===== config.mk =====
export PLATFORM = sky130hd
export DESIGN_NAME = ola_trigger_config
export DESIGN_NICKNAME = d
export VERILOG_FILES = /design/src/rtl/ola_trigger_pkg.sv /design/src/rtl/ola_ctl_shifter.sv /design/src/rtl/ola_trigger_config.sv
export SDC_FILE = /design/constraint.sdc
export NUM_CORES = 1
export LEC_CHECK = 0
export ABC_AREA = 1
export CAP_MARGIN = 20
export CORE_MARGIN = 2
export CORE_UTILIZATION = 50
export DETAILED_ROUTE_END_ITERATION = 8
export PLACE_DENSITY = 0.76
export SYNTH_ARGS = -nofsm -noshare
export SYNTH_HDL_FRONTEND = slang
export SYNTH_SLANG_ARGS = --single-unit

===== constraint.sdc =====
create_clock -name clock -period 1.95 [get_ports clock]
set_clock_uncertainty 0.2 [all_clocks]
set_input_delay 0.39 -clock clock [delete_from_list [all_inputs] [get_ports clock]]
set_output_delay 0.39 -clock clock [all_outputs]
set_load 0.01 [all_outputs]

===== src/rtl/ola_trigger_pkg.sv =====
// Shared widths, register encodings and FSM states for ola_trigger
// and its configuration write sequencer.
package ola_trigger_pkg;

  localparam int STATE_SEL_W = 2;
  localparam int STATE_REG_W = 2;
  localparam int MAX_BITS    = 16;
  localparam int COUNT_W     = 5;

  localparam logic [STATE_REG_W-1:0] WHAT_REG0 = 2'd0;
  localparam logic [STATE_REG_W-1:0] WHAT_REG1 = 2'd1;
  localparam logic [STATE_REG_W-1:0] WHAT_REG2 = 2'd2;
  localparam logic [STATE_REG_W-1:0] WHAT_REG3 = 2'd3;

  typedef enum logic [1:0] {
    ST_IDLE,
    ST_SHIFT,
    ST_COMMIT,
    ST_ERR
  } state_e;

endpackage


===== src/rtl/ola_ctl_shifter.sv =====
// Data shift register and bit down-counter for one serial write.
// cur_bit is the bit to present in the next shift cycle.
module ola_ctl_shifter #(
  parameter int max_bits    = 16,
  parameter int count_width = 5
) (
  input  logic                   clock,
  input  logic                   reset_n,
  input  logic                   load,
  input  logic                   shift,
  input  logic [max_bits-1:0]    load_data,
  input  logic [count_width-1:0] load_count,
  output logic                   cur_bit,
  output logic                   last
);

  // bit 0 leaves straight from load_data, so only the rest is stored
  logic [max_bits-2:0]    sh_q, sh_d;
  logic [count_width-1:0] cnt_q, cnt_d;

  always_comb begin
    sh_d  = sh_q;
    cnt_d = cnt_q;
    if (load) begin
      sh_d  = load_data[max_bits-1:1];
      cnt_d = load_count;
    end else if (shift) begin
      sh_d  = sh_q >> 1;
      cnt_d = cnt_q - count_width'(1);
    end
  end

  assign cur_bit = load ? load_data[0] : sh_q[0];
  assign last    = (cnt_q == count_width'(1));

  always_ff @(posedge clock or negedge reset_n) begin
    if (!reset_n) begin
      sh_q  <= '0;
      cnt_q <= '0;
    end else begin
      sh_q  <= sh_d;
      cnt_q <= cnt_d;
    end
  end

endmodule


===== src/rtl/ola_trigger_config.sv =====
// Serial configuration write sequencer for ola_trigger: one request,
// shifted LSB-first on ctl_enable/ctl_data, then a one-cycle commit.
module ola_trigger_config
  import ola_trigger_pkg::*;
#(
  parameter int state_sel_width = STATE_SEL_W,
  parameter int state_reg_width = STATE_REG_W,
  parameter int max_bits        = MAX_BITS,
  parameter int count_width     = COUNT_W
) (
  input  logic                       clock,
  input  logic                       reset_n,
  input  logic                       req_valid,
  output logic                       req_ready,
  input  logic [state_sel_width-1:0] req_which,
  input  logic [state_reg_width-1:0] req_what,
  input  logic [max_bits-1:0]        req_data,
  input  logic [count_width-1:0]     req_count,
  output logic                       ctl_enable,
  output logic                       ctl_data,
  output logic [state_sel_width-1:0] ctl_state_which,
  output logic [state_reg_width-1:0] ctl_state_what,
  output logic                       busy,
  output logic                       done,
  output logic                       err
);

  state_e state_q, state_d;
  logic   ready_q, ready_d;
  logic   en_q, en_d;
  logic   dat_q, dat_d;
  logic   busy_q, busy_d;
  logic   done_q, done_d;
  logic   err_q, err_d;
  logic [state_sel_width-1:0] which_q, which_d;
  logic [state_reg_width-1:0] what_q, what_d;

  logic load, shift, cur_bit, last;
  logic accept, legal;

  assign accept = req_valid && ready_q;
  assign legal  = (req_count != '0) &&
                  (req_count <= count_width'(max_bits));

  ola_ctl_shifter #(
    .max_bits    (max_bits),
    .count_width (count_width)
  ) u_shifter (
    .clock      (clock),
    .reset_n    (reset_n),
    .load       (load),
    .shift      (shift),
    .load_data  (req_data),
    .load_count (req_count),
    .cur_bit    (cur_bit),
    .last       (last)
  );

  always_comb begin
    state_d = state_q;
    ready_d = ready_q;
    busy_d  = busy_q;
    en_d    = 1'b0;
    dat_d   = 1'b0;
    done_d  = 1'b0;
    err_d   = 1'b0;
    which_d = which_q;
    what_d  = what_q;
    load    = 1'b0;
    shift   = 1'b0;
    unique case (state_q)
      ST_IDLE: begin
        ready_d = 1'b1;
        busy_d  = 1'b0;
        if (accept) begin
          which_d = req_which;
          what_d  = req_what;
          ready_d = 1'b0;
          busy_d  = 1'b1;
          if (legal) begin
            load    = 1'b1;
            en_d    = 1'b1;
            dat_d   = cur_bit;
            state_d = ST_SHIFT;
          end else begin
            err_d   = 1'b1;
            state_d = ST_ERR;
          end
        end
      end
      ST_SHIFT: begin
        if (last) begin
          done_d  = 1'b1;
          state_d = ST_COMMIT;
        end else begin
          shift = 1'b1;
          en_d  = 1'b1;
          dat_d = cur_bit;
        end
      end
      ST_COMMIT, ST_ERR: begin
        ready_d = 1'b1;
        busy_d  = 1'b0;
        state_d = ST_IDLE;
      end
      default: state_d = ST_IDLE;
    endcase
  end

  always_ff @(posedge clock or negedge reset_n) begin
    if (!reset_n) begin
      state_q <= ST_IDLE;
      ready_q <= 1'b0;
      en_q    <= 1'b0;
      dat_q   <= 1'b0;
      busy_q  <= 1'b0;
      done_q  <= 1'b0;
      err_q   <= 1'b0;
      which_q <= '0;
      what_q  <= '0;
    end else begin
      state_q <= state_d;
      ready_q <= ready_d;
      en_q    <= en_d;
      dat_q   <= dat_d;
      busy_q  <= busy_d;
      done_q  <= done_d;
      err_q   <= err_d;
      which_q <= which_d;
      what_q  <= what_d;
    end
  end

  assign req_ready       = ready_q;
  assign ctl_enable      = en_q;
  assign ctl_data        = dat_q;
  assign ctl_state_which = which_q;
  assign ctl_state_what  = what_q;
  assign busy            = busy_q;
  assign done            = done_q;
  assign err             = err_q;

endmodule


======== Word level (Yosys, flattened, before mapping) ========
Index checks and enable logic that the tools add are counted.
word-level totals
  input bits .............................. 28
  output and inout bits ................... 10
  flip-flop bits (word level) ............. 32
  word-level logic and storage cells ...... 56
cells by class
  reduce and logical (&&, ||, !) cells .... 9
  add/sub/neg operators ................... 1
  muxes and demuxes ....................... 28
  magnitude comparators ................... 1
  equality and inequality tests ........... 6
operators with widths
  operator               number
  $mux W15               2
  $mux W1                16
  $mux W5                2
  $pmux W1 S2            4
  $mux W2                3
  $pmux W2 S3            1
  $eq A5 B1 Y1 const B   1
  $le A5 B5 Y1 const B   1
  $reduce_bool A5 Y1     1
  $sub A5 B1 Y5 const B  1
  $eq A2 B2 Y1 const B   2
  $ne A2 B2 Y1 const B   2
  $reduce_and A2 Y1      2
  $reduce_bool A2 Y1     2
  $eq A2 B1 Y1 const B   1
  $logic_and A1 B1 Y1    2
  $logic_not A2 Y1       1
  $reduce_or A2 Y1       1

======== Longest topological paths before layout ========
  depth in word-level cells ............... 9
  depth in mapped cells ................... 12
  depth with buffers taken out ............ 11

======== By module ========
Synthesis repeated with hierarchy kept, for this count alone.
unflattened totals
  cell total of the unflattened synthesis .. 177
  area total of the unflattened synthesis .. 1466.4 sq um
by module, submodules not included
  module              area an instance (sq um)  cells an instance  times used
  ola_ctl_shifter     960.9                     121                1
  ola_trigger_config  505.5                     56                 1

======== Least setup slack after synthesis ========
OpenSTA, ideal clock, no wires.
  kind .................................... reg2reg
  start ................................... register u_shifter.cnt_q[1]
  end ..................................... register u_shifter.sh_q[10]
  clock period less this slack ............ 1.548 ns
  setup slack ............................. 0.402 ns
  data arrival time ....................... 1.231 ns
  data required time ...................... 1.633 ns
  cell stages (with the launch flop) ...... 13
  path buffers ............................ 1
  cell sequence ........................... dfrtp_1 > inv_1 > ha_1 > inv_1 > nor2_1 > nand2_2 > nand2_2 > inv_2 > buf_6 > nand2_1 > nand2_1 > nand2_1 > nand2_1
on the way
  longest elaborated chain between the ends .. 4
RTL lines
  what                                 line                      source
  start, declared                      ola_ctl_shifter.sv:19     logic [count_width-1:0] cnt_q, cnt_d;
  start signal, assigned               ola_ctl_shifter.sv:42     cnt_q <= cnt_d;
  $eq A5 B1 Y1                         ola_ctl_shifter.sv:34     assign last = (cnt_q == count_width'(1));
  $mux W1                              ola_trigger_config.sv:92  if (last) begin
  $mux W1                              ola_trigger_config.sv:71  unique case (state_q)
  $reduce_bool A2 Y1 (no source line)  n/a
  end signal, assigned                 ola_ctl_shifter.sv:38     sh_q <= '0;
  end signal, assigned                 ola_ctl_shifter.sv:41     sh_q <= sh_d;
  end, declared                        ola_ctl_shifter.sv:18     logic [max_bits-2:0] sh_q, sh_d;
No other way between the ends.
A chain may end at the register's enable or synchronous reset.

======== Worst setup path after layout ========
  start ................................... register ready_q, in the netlist req_ready
  end ..................................... output port req_ready
RTL lines
  what                    line                       source
  start, declared         ola_trigger_config.sv:29   logic ready_q, ready_d;
  start signal, assigned  ola_trigger_config.sv:123  ready_q <= ready_d;
  end, declared           ola_trigger_config.sv:14   output logic req_ready,
No word-level cell between the ends.

==> results.cfg <==
[outcome]
outcome = finished clean

[setup_path]
worstSetupPathType = flip-flop to output pin
cp-startpoint = req_ready$_DFFE_PN0P_
worstSetupStartpointType = flip-flop
reg2reg_from = u_shifter.cnt_q[1]$_DFFE_PN0P_
required_ns = 1.36
crit_buf_inv = 1
critPathTopFamily = buffers and inverters
cp.arrival_ns = 1.27
max_stage_delay_ns = 0.55
crit_chain = clkdlybuf4s50_1
cp-end-kind = output pin
path_max_fanout = 3
crit_slowest_cell = clkdlybuf4s50_1

[timing]
worst_pin_slew_ns = 0.405
period_minus_slack_ns = 1.86
rsz0062_at_grt = false
fin_crit_sh = 0.953
max_freq_mhz = 538
hold_viol_final = 0
finalMaxSlewViolations = 0
finalSetupViolCount = 0
setup_slack_ns = 0.0917
relSlewSlack = 0.730
tns_ns = 0

[global_routing]
grt_pass1_vias = 1459
grt_usage = 0.206
grt_pass1_wl_microns = 6520
grt-ovfl-total = 0
grt_max_degree = 33
antenna_found_initial = 0

[routing]
drc = 0
vias_per_cell = 4.89
route.vias.total = 1585
first_pass_iters = 4
wl_microns = 3630
wl_per_cell_microns = 11.2
antenna_left = 0
drtIter0Drc = 103

[logic_synthesis]
synth_area_leaders = dfrtp_1 45%, nand2_1 19%, nand3_1 7.4%
synth_area_leader_cell = dfrtp_1
synth-edff-count = 0
ys_async_sr_fraction = 1.00
yosysWarningCount = 0
yosysMostFrequentCell = nand2_1
syn_inst = 236
syn_area_per_cell_sq_um = 7.48
ys_top_cells_by_count = 90 x nand2_1, 32 x dfrtp_1, 30 x inv_1
yosysTopAreaCellShare = 0.454
synth_area_sq_um = 1760
synth_seq_area_share = 0.454
synth_fp_nets = 266
yosysUniqueCellTypes = 20
synthFlopType = dfrtp_1
ys_seq_elements = 32

[clock_network]
cts.clk_slew.worst_paths_ns = 0.09
numCtsBuffers = 5
cts_resized = 0
ctsLongestPathBuffers = 2
clock_latency_ns = 0.32
cts.sink_count = 32
h-tree-depth = 2
postCtsSetupRepairBufs = 0
cts-root-buf = clkbuf_4
post_cts_hold_buffer_count = 0
tritoncts = built

[placed_design]
io_buffers = 37
dp.cells = 316
gp_congestion = 0.775
dp_hpwl_microns = 2480
dp_slack_ns = -0.0494

[die]
row_count = 21
fp.coreArea_sq_um = 3360
die_area_sq_um = 4020
start_util = 0.525
die_w_microns = 63.4
fp.dieH_microns = 63.4
io_pins = 38

[power]
power_density_nw_per_um2 = 1390
irDropWorstVdd_uv = 745
total_power_w = 0.00315
leakagePower_nw = 1.23

[layout]
finalNonFillerCells = 324
insertedDiodeCount = 0
area_growth_pct = 28.2
num-nets-final = 307
drive_gt1_frac = 0.101

[flow_run]
maxCapViolCount = 0

[min_path]
holdCritPathClass = input pin to async pin
[sequential cells by signal, indices dropped and copies added, names as in the netlist]
name	cells
done	1
ctl_state_which	2
state_q	2
err	1
ctl_state_what	2
ctl_data	1
busy	1
ctl_enable	1
u_shifter.sh_q	15
req_ready	1
u_shifter.cnt_q	5
[cell families (layout without fill, tap and decap cells)]
family,count (synthesis),after routing,synth area share
simple gates,152,152,0.395
fa+ha+maj,2,2,0.0142
compound gates,3,3,0.00851
buf+inv,45,87,0.118
flops,32,32,0.454
xor+xnor,2,2,0.00993
[path summary, 6_finish.rpt]
| kind | endpoint | slack, ns | cells past startpoint |
|---|---|---|---|
| setup reg to reg | u_shifter.sh_q[4]$_DFFE_PN0P_ | 0.23 | 11 |
| max in group asynchronous | u_shifter.sh_q[3]$_DFFE_PN0P_ | 1.00 | 2 |
| hold / removal | u_shifter.cnt_q[1]$_DFFE_PN0P_ | 0.24 | 2 |
| hold reg to reg | ctl_state_which[1]$_DFFE_PN0P_ | 0.29 | 2 |
| min in group clock | ctl_state_which[1]$_DFFE_PN0P_ | 0.29 | 2 |
| setup / recovery | req_ready | 0.09 | 1 |
[cell type report]
| type | count | area (sq um) |
|---|---|---|
| Clock buffer | 8 | 58.8 |
| Tap cell | 46 | 57.6 |
| Inverter | 32 | 120 |
| Sequential cell | 32 | 801 |
| Timing Repair Buffer | 47 | 470 |
| Fill cell | 307 | 1100 |
| Multi-Input combinational cell | 159 | 754 |
[metal layers]
layer,vias up,wire length (microns),global-route usage,share of wire
met4,0,18,0.0516,0.0050
met2,50,1720,0.307,0.47
li1,823,-,-,-
met5,-,0,0,0
met1,707,1640,0.286,0.45
met3,5,247,0.0732,0.068
[report_power, final]
group | switching [W] | total, W | internal [W]
Sequential | 0.000179 | 0.00116 | 0.000982
Combinational | 0.000917 | 0.00160 | 0.000686
Clock | 0.000210 | 0.000387 | 0.000178
[through the flow]
stage | cell area [sq um] | utilization | hold WS [ns]
after floorplan | 1760 | - | -0.106
after global placement | 2200 | 0.655 | 0.261
after detailed placement | 2200 | 0.655 | 0.263
after CTS | 2260 | 0.673 | 0.254
after global routing | 2260 | 0.673 | 0.255
final | 2260 | 0.673 | 0.242
[cell usage in the layout (no fill, tap or decap), drive strengths merged]
master         synthesis  final
nor2                  11     11
clkdlybuf4s50          0     37
nand4                 19     19
xor2                   1      1
nand3b                 1      1
inv                   32     32
o21ai                  1      1
ha                     2      2
dfrtp                 32     32
clkbuf                 1      8
buf                   12     10
nand2                 94     94
nand3                 27     27
xnor2                  1      1
a21oi                  2      2
No activity file was read; power rests on OpenSTA's default activity.
